--- config.mk ---
export PLATFORM = sky130hd
export DESIGN_NAME = match_controller
export DESIGN_NICKNAME = d
export VERILOG_FILES = /design/src/rtl/match_controller_pkg.sv /design/src/rtl/match_controller_seg7_decode.sv /design/src/rtl/match_controller.sv
export SDC_FILE = /design/constraint.sdc
export NUM_CORES = 1
export LEC_CHECK = 0
export BUFFER_PORTS_ARGS = -buffer_cell sky130_fd_sc_hd__buf_2
export CAP_MARGIN = 20
export CORE_AREA = 2 2 72 88
export DETAILED_ROUTE_END_ITERATION = 16
export DIE_AREA = 0 0 74 90
export GPL_ROUTABILITY_DRIVEN = 0
export PLACE_DENSITY = 0.74
export REMOVE_ABC_BUFFERS = 1
export SLEW_MARGIN = 25
export SYNTH_ARGS = -nofsm -noshare
export SYNTH_HDL_FRONTEND = slang
export SYNTH_HIERARCHICAL = 1
export SYNTH_SLANG_ARGS = --single-unit
--- constraint.sdc ---
create_clock -name clkouts -period 2.6 [get_ports clkouts]
set_input_delay 0.52 -clock clkouts [delete_from_list [all_inputs] [get_ports clkouts]]
set_output_delay 0.52 -clock clkouts [all_outputs]
set_load 0.03 [all_outputs]
--- src/rtl/match_controller_pkg.sv ---
// Shared match states, 7-segment codes and digit-enable patterns for the ping-pong match controller.
// Constants only: no latency, no backpressure.
package pp_pkg;

   typedef enum logic [2:0] {
      ST_IDLE      = 3'd0,
      ST_SERVE     = 3'd1,
      ST_RALLY     = 3'd2,
      ST_POINT     = 3'd3,
      ST_GAME_OVER = 3'd4
   } state_t;

   // Segment order is {a,b,c,d,e,f,g}, active-low
   localparam logic [6:0] SEG_0     = 7'b0000001;
   localparam logic [6:0] SEG_1     = 7'b1001111;
   localparam logic [6:0] SEG_2     = 7'b0010010;
   localparam logic [6:0] SEG_3     = 7'b0000110;
   localparam logic [6:0] SEG_4     = 7'b1001100;
   localparam logic [6:0] SEG_5     = 7'b0100100;
   localparam logic [6:0] SEG_6     = 7'b0100000;
   localparam logic [6:0] SEG_7     = 7'b0001111;
   localparam logic [6:0] SEG_8     = 7'b0000000;
   localparam logic [6:0] SEG_9     = 7'b0000100;
   localparam logic [6:0] SEG_BLANK = 7'b1111111;

   localparam logic [3:0] EN_P1  = 4'b0111;
   localparam logic [3:0] EN_P2  = 4'b1110;
   localparam logic [3:0] EN_OFF = 4'b1111;

endpackage

--- src/rtl/match_controller_seg7_decode.sv ---
// Binary digit to active-low 7-segment pattern; values above 9 are blanked.
// Latency: combinational. Backpressure: none.
module seg7_decode
   import pp_pkg::*;
(
   input  logic [3:0] digit,
   output logic [6:0] seg
);

   always_comb begin
      seg = SEG_BLANK;
      case (digit)
         4'd0: seg = SEG_0;
         4'd1: seg = SEG_1;
         4'd2: seg = SEG_2;
         4'd3: seg = SEG_3;
         4'd4: seg = SEG_4;
         4'd5: seg = SEG_5;
         4'd6: seg = SEG_6;
         4'd7: seg = SEG_7;
         4'd8: seg = SEG_8;
         4'd9: seg = SEG_9;
         default: seg = SEG_BLANK;
      endcase
   end

endmodule

--- src/rtl/match_controller.sv ---
// Ping-pong match sequencer: serve/rally/point/game-over FSM, scores, and a 2-digit scanned score display.
// Latency: all outputs registered, one cycle after the qualifying input. Backpressure: none; start=0 pauses play.
module match_controller
   import pp_pkg::*;
#(
   parameter int WIN_SCORE   = 9,
   parameter int SERVE_TICKS = 8,
   parameter int BLINK_TICKS = 4
) (
   input  logic       clkouts,
   input  logic       resetb,
   input  logic       start,
   input  logic       tick,
   input  logic       point1,
   input  logic       point2,
   output logic       run,
   output logic       ball_reset,
   output logic       serve_dir,
   output logic [3:0] score1,
   output logic [3:0] score2,
   output logic [1:0] winner,
   output logic [2:0] state_dbg,
   output logic [6:0] outs,
   output logic [3:0] en
);

   localparam logic [15:0] SERVE_LOAD = 16'(SERVE_TICKS);
   localparam logic [15:0] BLINK_LAST = 16'(BLINK_TICKS - 1);
   localparam logic [3:0]  WIN        = 4'(WIN_SCORE);

   state_t      state;
   logic        start_q;
   logic        start_rise;
   logic [15:0] serve_cnt;
   logic [15:0] blink_cnt;
   logic        blink_phase;
   logic [3:0]  score1_inc;
   logic [3:0]  score2_inc;
   logic        scan_sel;
   logic [3:0]  scan_digit;
   logic [6:0]  scan_seg;
   logic        scan_blank;

   assign start_rise = start & ~start_q;
   assign state_dbg  = state;

   // Saturating increments keep scores inside the displayable 0..9 range
   always_comb begin
      score1_inc = (score1 >= 4'd9) ? 4'd9 : score1 + 4'd1;
      score2_inc = (score2 >= 4'd9) ? 4'd9 : score2 + 4'd1;
   end

   always_ff @(posedge clkouts) begin
      if (!resetb) begin
         state       <= ST_IDLE;
         start_q     <= 1'b0;
         run         <= 1'b0;
         ball_reset  <= 1'b0;
         serve_dir   <= 1'b0;
         score1      <= 4'd0;
         score2      <= 4'd0;
         winner      <= 2'b00;
         serve_cnt   <= 16'd0;
         blink_cnt   <= 16'd0;
         blink_phase <= 1'b0;
      end else begin
         start_q    <= start;
         ball_reset <= 1'b0;
         run        <= 1'b0;
         case (state)
            ST_IDLE: begin
               if (start_rise) begin
                  state      <= ST_SERVE;
                  serve_dir  <= 1'b0;
                  ball_reset <= 1'b1;
                  serve_cnt  <= SERVE_LOAD;
               end
            end
            ST_SERVE: begin
               if (start && tick) begin
                  if (serve_cnt <= 16'd1) begin
                     serve_cnt <= 16'd0;
                     state     <= ST_RALLY;
                     run       <= 1'b1;
                  end else begin
                     serve_cnt <= serve_cnt - 16'd1;
                  end
               end
            end
            ST_RALLY: begin
               if (start) begin
                  run <= 1'b1;
                  if (point1 && point2) begin
                     run        <= 1'b0;
                     state      <= ST_POINT;
                     ball_reset <= 1'b1;
                  end else if (point1) begin
                     run       <= 1'b0;
                     score1    <= score1_inc;
                     serve_dir <= 1'b0;
                     if (score1_inc == WIN) begin
                        state       <= ST_GAME_OVER;
                        winner      <= 2'b01;
                        blink_cnt   <= 16'd0;
                        blink_phase <= 1'b0;
                     end else begin
                        state      <= ST_POINT;
                        ball_reset <= 1'b1;
                     end
                  end else if (point2) begin
                     run       <= 1'b0;
                     score2    <= score2_inc;
                     serve_dir <= 1'b1;
                     if (score2_inc == WIN) begin
                        state       <= ST_GAME_OVER;
                        winner      <= 2'b10;
                        blink_cnt   <= 16'd0;
                        blink_phase <= 1'b0;
                     end else begin
                        state      <= ST_POINT;
                        ball_reset <= 1'b1;
                     end
                  end
               end
            end
            ST_POINT: begin
               state     <= ST_SERVE;
               serve_cnt <= SERVE_LOAD;
            end
            ST_GAME_OVER: begin
               if (start_rise) begin
                  state      <= ST_SERVE;
                  score1     <= 4'd0;
                  score2     <= 4'd0;
                  winner     <= 2'b00;
                  serve_dir  <= 1'b0;
                  ball_reset <= 1'b1;
                  serve_cnt  <= SERVE_LOAD;
               end else if (tick) begin
                  if (blink_cnt >= BLINK_LAST) begin
                     blink_cnt   <= 16'd0;
                     blink_phase <= ~blink_phase;
                  end else begin
                     blink_cnt <= blink_cnt + 16'd1;
                  end
               end
            end
            default: state <= ST_IDLE;
         endcase
      end
   end

   assign scan_digit = scan_sel ? score2 : score1;
   assign scan_blank = (state == ST_GAME_OVER) && blink_phase &&
                       (scan_sel ? (winner == 2'b10) : (winner == 2'b01));

   seg7_decode u_seg7_decode (
      .digit (scan_digit),
      .seg   (scan_seg)
   );

   // scan_sel=0 drives player 1's digit, so the first post-reset cycle shows score1
   always_ff @(posedge clkouts) begin
      if (!resetb) begin
         scan_sel <= 1'b0;
         en       <= EN_OFF;
         outs     <= SEG_BLANK;
      end else begin
         scan_sel <= ~scan_sel;
         en       <= scan_sel ? EN_P2 : EN_P1;
         outs     <= scan_blank ? SEG_BLANK : scan_seg;
      end
   end

endmodule

# After elaboration in Yosys (flattened, before gate mapping)
# Memory sizes are Yosys's and may differ from the RTL's. A register that Yosys moved wholly into a read port is not among the register bits.
# Cells that the tools add are included.
# word_totals
register_bits	55
romBits	112
wordCells	147
n_memories	1
# op_classes
n_addsub	4
order_cmp	4
n_eq_ne	24
muxes	78
n_bitwise	5
reduce_logical	18
# mem_list
name	words	word_bits	read_ports	rd_ports_with_merged_regs	write_ports	line_no	text
(no name shown)	16	7	1	1	0	match_controller_seg7_decode.sv:12	case (digit)
# op_table
operator	n
16-bit two-way mux	12
4-bit two-way mux	12
16-bit one-hot mux with 3 select lines	1
16-bit one-hot mux with 2 select lines	1
1-bit two-way mux	28
3-bit two-way mux	9
2-bit inequality test, second input constant	11
16-bit by 1-bit adder with 16-bit output, second input constant	1
16-bit by 2-bit >= comparator with 1-bit output, second input constant	1
16-bit by 1-bit less-or-equal comparator with 1-bit output, second input constant	1
4-bit one-hot mux with 2 select lines	2
16-bit by 1-bit subtractor with 16-bit output, second input constant	1
5-bit AND reduction	3
2-bit two-way mux	7
3-bit one-hot mux with 4 select lines	1
3-bit inequality test, second input constant	3
9-bit AND reduction	1
4-bit by 1-bit adder with 4-bit output, second input constant	2
4-bit equality test, second input constant	2
4-bit >= comparator, second input constant	2
1-bit one-hot mux with 2 select lines	4
8-bit AND reduction	1
7-bit AND reduction	1
3-bit by 2-bit equality test with 1-bit output, second input constant	2
other kinds (16)	24

# Logic depth before layout (Yosys ltp)
# Gate-level depths: netlist of run 1.
# depth
ltp_word	9
ltp_mapped	9
mapped_depth_nobuf	8

# Hierarchy
# The synthesis of run 1 kept the hierarchy.
# modules_own_cells
mod	instances	cells_per_inst	area_per_inst_um2
match_controller	1	352	2926.6
seg7_decode	1	33	210.2

# Least setup slack after synthesis of run 1
# Ideal clock, no wire load.
# synth_timing
path_kind	register to register
from	register score2[1]
to	register blink_cnt[3]
setup_time_ps	135
arrival_time_ps	2191
t_required_ps	2465
path_slack_ps	274
stages_incl_launch_ff	10
synth_period_minus_slack_ps	2326
path_cell_list	dfxtp_1 -> inv_1 -> ha_1 -> or3b_2 -> o21ai_1 -> nand2_1 -> a21o_1 -> clkbuf_1 -> a41oi_1 -> nor2_1
# synth_between
elab_chain_cells	5
elab_cells_between_ends	6
classes_between	1 x add/sub; 1 x order compare; 2 x eq/ne; 1 x mux; 1 x reduce/logical
# synth_lines
element	line_no	text
start, declared	match_controller.sv:20	output logic [3:0] score2,
start signal, assigned	match_controller.sv:112	score2 <= score2_inc;
4-bit by 1-bit adder with 4-bit output or 4-bit >= comparator (tied branches)	match_controller.sv:50	score2_inc = (score2 >= 4'd9) ? 4'd9 : score2 + 4'd1;
4-bit two-way mux *	match_controller.sv:50	
4-bit equality test *	match_controller.sv:114	if (score2_inc == WIN) begin
3-bit inequality test (no line) *	-	
8-bit AND reduction (no line) *	-	
end signal, assigned	match_controller.sv:144	blink_cnt <= blink_cnt + 16'd1;
end, declared	match_controller.sv:35	logic [15:0] blink_cnt;
# Mark *: on every way between the ends. The rest lies on a longest branch, timed or not.
# A chain may end at the register's enable or synchronous reset.

# Worst setup path in the final report of run 1
# layout_timing
from	register score2[1]
to	register blink_cnt[0]
# The elaborated chain is that of the path after synthesis.

==> results of run 1 <==
-- worst min-delay path: cells and delay by family, from the launching register on --
family	cells	cell delay (ns)
buffers and inverters	1	0.05
DFF	1	0.31
AOI/OAI and AO/OA	1	0.05
-- metrics by stage --
step | total power (W) | setup WS, ns | instance area [um2]
finish | 0.00306 | 0.201 | 3550
global route | 0.00326 | 0.0163 | 3550
CTS | 0.00308 | 0.235 | 3550
detailed placement | 0.00231 | 0.236 | 3370
global placement | 0.00230 | 0.264 | 3370
floorplan | 0.00205 | 0.328 | 3050
-- cell usage in the layout, fill, tap and decap left out, types with 3 or more instances in the layout --
cell	n
nand3_1	14
nor3_1	15
nor4_1	5
nor2b_1	5
clkbuf_8	12
o211ai_1	3
a211oi_1	4
buf_2	30
and2_1	3
nor2_1	46
xnor2_1	7
or2_2	7
and3_1	12
xor2_1	7
o21ai_0	19
nand2_1	32
a31oi_1	6
nand4_1	5
buf_4	9
dfxtp_1	60
or3_1	3
nand2b_1	11
inv_1	16
a21oi_1	28
o21ai_1	5
ha_1	14
-- sequential cells by signal (all words and copies together), names as in the netlist, 2 cells and up --
register and count:
en 2, blink_cnt 16, serve_cnt 16, winner 2
score2 4, outs 7, score1 4, state_dbg 3
-- area by class of cell --
class,instances,share of cell area (%)
multi-input cells,292,50.5
flip-flops and latches,60,33.9
repair buffers,39,6.14
clock buffers,12,4.66
well taps,82,2.89
inverters,16,1.69
clock inverters,2,0.282
-- path summary, 6_finish.rpt --
check / startpoint / end / slack [ns] / cells past startpoint
min: blink_cnt[15]$_SDFFE_PN0P_ / blink_cnt[15]$_SDFFE_PN0P_ / 0.45 / 2
max reg2reg: score2[1]$_SDFFE_PN0P_ / blink_cnt[0]$_SDFFE_PN0P_ / 0.20 / 8
max: score2[1]$_SDFFE_PN0P_ / blink_cnt[0]$_SDFFE_PN0P_ / 0.20 / 8
min reg2reg: blink_cnt[15]$_SDFFE_PN0P_ / blink_cnt[15]$_SDFFE_PN0P_ / 0.45 / 2
-- per-layer routing --
metal,global-route usage [%],share of wire (%)
met5,0,0
met4,6.36,0.33
met2,35.0,51
met3,5.61,2.8
met1,25.9,46
-- power groups by stage --
stage | clock network (W) | logic (W) | registers [W]
after global routing | 0.000816 | 0.00125 | 0.00119
after detailed placement | 0 | 0.00112 | 0.00119
after CTS | 0.000775 | 0.00114 | 0.00117
after floorplan | 0 | 0.000826 | 0.00123
final | 0.000754 | 0.00114 | 0.00117
after global placement | 0 | 0.00111 | 0.00118
-- kinds of logic (layout without fill, tap and decap cells) --
| kind of cell | count (synthesis) | count (layout) |
|---|---|---|
| simple gates | 175 | 175 |
| compound gates | 85 | 85 |
| flops | 60 | 60 |
| buf+inv | 34 | 69 |
| fa+ha+maj | 14 | 14 |
| xor+xnor | 14 | 14 |
| mux | 2 | 2 |
| other cells | 1 | 2 |
==> run_results.csv, run 1 <==
group,metric,value,unit
worst_setup_path,slowest_stage,"dfxtp_1",
clock_tree,post_cts_buffers,0,
clock_tree,postCtsHoldBufs,0,
yosys,synthSimpleGateAreaFrac,29.9,%
timing,tns,0,ns
power_and_ir_drop,sw_frac_of_total,36.9,%
timing,slew_violations,0,
power_and_ir_drop,vdd.ir_drop.worst,0.866,mV
die,dieArea,6660,um2
timing,hold_viol_final,0,
power_and_ir_drop,intPower,0.00193,W
worst_setup_path,crit_top_cell,"o21ai_1",
yosys,synth_top_family_by_area,"simple AND/OR/NAND/NOR gates",
timing,fmax,417,MHz
yosys,synth.mux.area_fraction,0.678,%
yosys,syn_avg_cell_area,8.15,um2
final_layout,antenna_cells,0,
worst_hold_path,hold_class,"reg -> reg",
detailed_routing,firstDrtPassIters,4,
die,rows,31,
final_layout,fillCellCount,530,
power_and_ir_drop,leakagePower,1.50,nW
timing,min_period_over_period,92.3,%
worst_setup_path,cp_data_arrival_time,2.65,ns
yosys,synth_warnings,6,
yosys,synthTopCellsByArea,"dfxtp_1 38%, ha_1 5.6%, nor2_1 5.5%",
worst_setup_path,critical_path.cell_chain,"inv_1, ha_1, or3b_2, o21ai_1, nand2_1, a21oi_1, o21ai_1, nor3_1",
clock_tree,clock-sinks,60,
worst_setup_path,cpPeakStageDelay,0.46,ns
timing,tightest_slew,0.616,ns
clock_tree,cts_tree,"built",
yosys,netlist_top_cells_count,"60 x dfxtp_1, 46 x nor2_1, 32 x nand2_1",
final_layout,multi_input_area,1790,um2
timing,holdWs,0.446,ns
placed_design,placedCellCount,489,
grt,antenna_found_initial,0,
detailed_routing,wire_per_inst,13.2,um
grt,grt_first_pass_wirelength,11100,um
grt,track_usage,21.0,%
yosys,ys_types,60,
die,die_x,74,um
die,start_util,53.6,%
worst_setup_path,crit_fanout,9,
die,coreArea,5860,um2
clock_tree,numCtsBuffers,9,
yosys,synth_xor_xnor_area_share,3.91,%
die,io_pins,33,
timing,finalClockSkew,0.00891,ns
die,die_y,90,um
clock_tree,cts_root_buffer,"clkbuf_8",
detailed_routing,via_count,2735,
worst_setup_path,path_class,"reg -> reg",
detailed_routing,ant_nets,0,
detailed_routing,drc_errors,0,
yosys,synthCells,385,
worst_setup_path,cp-start-kind,"register",
yosys,syn_area,3140,um2
power_and_ir_drop,switchingPower,0.00113,W
detailed_routing,wirelength,6660,um
final_layout,final_cells,503,
grt,grt_max_degree,21,
run_status,status,"complete, no violations",
clock_tree,clock_latency,0.33,ns
yosys,synth_most_common_cell,"dfxtp_1",
worst_setup_path,path_delay_family,"simple AND/OR/NAND/NOR gates",
placed_design,place_hpwl,4690,um
yosys,synth_compound_area_share,16.8,%
final_layout,fin_util,60.6,%
power_and_ir_drop,clockPowerShare,24.6,%
timing,rsz0062_at_grt,"false",
worst_setup_path,endpoint_kind,"register",
power_and_ir_drop,pwr-share-comb,37.2,%
clock_tree,clkTransAtPathRegs,0.07,ns
clock_tree,cts-resized-gates,0,
clock_tree,cts_buffer_depth,2,
worst_setup_path,crit_buf_inv,1,
detailed_routing,drt_iter0_markers,125,
final_layout,seqCellArea,1200,um2
yosys,synth_top_area_share,38.3,%
placed_design,port_buffers,30,
yosys,synth_fa_ha_area_share,5.58,%
grt,gr-total-overflow,0,
grt,grt_pass1_vias,2489,
yosys,yosysTopAreaCell,"dfxtp_1",
clock_tree,htreeDepth,3,
yosys,ys_async_sr_fraction,0,%
yosys,yosysSeqAreaShare,38.3,%
yosys,synth.ff_latch_count,60,
detailed_routing,drt-vias-per-instance,5.44,
worst_setup_path,cp.required,2.85,ns
power_and_ir_drop,p_per_area,863,nW/um2
power_and_ir_drop,power.share.sequential,38.2,%
yosys,synthFlopType,"dfxtp_1",
timing,maxSlewHeadroom,58.6,%
final_layout,drive_gt1_share,17.3,%
final_layout,syn_to_final_growth,13.1,%
yosys,synth_edf_count,0,
timing,min_period,2.40,ns
final_layout,nets,438,
job,cap_viol_max_count,0,
timing,setup_viol,0,
Power figures use the tool's default switching activity.
==> inputs of run 2 (changes only) <==
- clock period: 2.6 -> 2.7 ns (I/O delays scaled with it)
==> run 2 against run 1 <==
Worst hold slack better by 0.0066 ns. Power is 0.87% lower. Design area grew 0.56%. Critical endpoint is now blink_cnt[12]$_SDFFE_PN0P_.
==> run_results.csv, run 2 (synthesis results as in run 1) <==
group,metric,value,unit
die,die_x,74,um
detailed_routing,firstDrtPassIters,5,
worst_setup_path,path_class,"reg -> reg",
timing,finalClockSkew,0.00853,ns
final_layout,drive_gt1_share,16.9,%
clock_tree,clkTransAtPathRegs,0.06,ns
timing,fmax,426,MHz
power_and_ir_drop,p_per_area,851,nW/um2
timing,slew_violations,0,
clock_tree,clock_latency,0.34,ns
job,cap_viol_max_count,0,
final_layout,antenna_cells,0,
detailed_routing,drc_errors,0,
die,die_y,90,um
timing,tns,0,ns
final_layout,nets,437,
timing,rsz0062_at_grt,"false",
final_layout,syn_to_final_growth,13.7,%
power_and_ir_drop,leakagePower,1.51,nW
timing,maxSlewHeadroom,61.7,%
timing,tightest_slew,0.574,ns
grt,grt_max_degree,21,
die,rows,31,
final_layout,final_common_cell,"dfxtp_1",
die,dieArea,6660,um2
die,start_util,53.6,%
worst_setup_path,cp-start-kind,"register",
clock_tree,cts-resized-gates,0,
final_layout,mostFrequentLayoutCells,"60 x dfxtp_1, 46 x nor2_1, 32 x nand2_1",
run_status,status,"complete, no violations",
worst_hold_path,hold_class,"reg -> reg",
grt,grt_pass1_vias,2583,
grt,grt_first_pass_wirelength,11500,um
clock_tree,clock-sinks,60,
die,io_pins,33,
timing,hold_viol_final,0,
grt,antenna_found_initial,0,
detailed_routing,drt_iter0_markers,207,
clock_tree,numCtsBuffers,9,
clock_tree,cts_tree,"built",
worst_setup_path,cp_data_arrival_time,2.63,ns
worst_setup_path,endpoint_kind,"register",
die,coreArea,5860,um2
grt,track_usage,21.5,%
final_layout,fin_util,60.9,%
timing,min_period_over_period,86.9,%
clock_tree,cts_buffer_depth,2,
clock_tree,cts_root_buffer,"clkbuf_8",
detailed_routing,via_count,2777,
placed_design,place_hpwl,4730,um
detailed_routing,wire_per_inst,13.3,um
timing,min_period,2.35,ns
clock_tree,post_cts_buffers,0,
placed_design,port_buffers,30,
clock_tree,htreeDepth,3,
grt,gr-total-overflow,0,
power_and_ir_drop,vdd.ir_drop.worst,0.729,mV
worst_setup_path,crit_fanout,12,
detailed_routing,wirelength,6690,um
worst_setup_path,cp.required,2.98,ns
timing,setup_viol,0,
clock_tree,postCtsHoldBufs,0,
detailed_routing,ant_nets,0,
final_layout,top_regs,"blink_cnt x16, serve_cnt x16, outs x7",
power_and_ir_drop,total_power,0.00303,W
detailed_routing,drt-vias-per-instance,5.52,
## run 2: cell types whose count changed in the layout (fill, tap and decap cells not counted)
cell and delta:
bufinv_16 +1, clkbuf_1 +2, buf_4 -1, clkinv_2 -2
## run 2: path summary, 6_finish.rpt
| check | from | end | slack [ns] | cells past startpoint |
|---|---|---|---|---|
| setup / recovery | score2[1]$_SDFFE_PN0P_ | blink_cnt[12]$_SDFFE_PN0P_ | 0.35 | 8 |
| hold / removal | blink_cnt[15]$_SDFFE_PN0P_ | blink_cnt[15]$_SDFFE_PN0P_ | 0.45 | 2 |
| setup reg to reg | score2[1]$_SDFFE_PN0P_ | blink_cnt[12]$_SDFFE_PN0P_ | 0.35 | 8 |
| hold reg to reg | blink_cnt[15]$_SDFFE_PN0P_ | blink_cnt[15]$_SDFFE_PN0P_ | 0.45 | 2 |
## run 2: metal layers
layer / share of wire (%) / global-route usage, % / vias to the layer above
met3: 3.6 / 4.37 / 7
met5: 0 / 0 / -
met1: 47 / 27.8 / 1307
met4: 0.94 / 8.48 / 0
met2: 49 / 34.5 / 58
li1: - / - / 1405
## run 2: per-stage QoR
step                instance area, um2  worst slack, ns  hold slack (ns)  cells
floorplan                         3050            0.428            0.426    368
global placement                  3360            0.356            0.435    488
detailed placement                3360            0.310            0.443    488
CTS                               3570            0.376            0.452    503
global route                      3570            0.142            0.504    503
finish                            3570            0.353            0.453    503
## run 2: cell type report
cell class / count / area, um2
fill: 547 / 2290
multi-input combinational: 292 / 1790
sequential: 60 / 1200
timing repair buffer: 38 / 210
clock buffer: 14 / 173
tap: 82 / 103
inverter: 16 / 60.1
clock inverter: 1 / 30.0
## run 2: worst max-delay path: stages (launching register included)
cell,delay [ns]
dfxtp_1,0.43
inv_1,0.10
ha_1,0.20
or3b_2,0.46
o21ai_1,0.29
nand2_1,0.11
a21o_1,0.31
nand2b_1,0.22
and3_1,0.17
## run 2: power breakdown
group	internal, W	leakage [nW]	switching, W
Combinational	0.000442	0.914	0.000625
Clock	0.000498	0.103	0.000332
Sequential	0.00101	0.489	0.000123
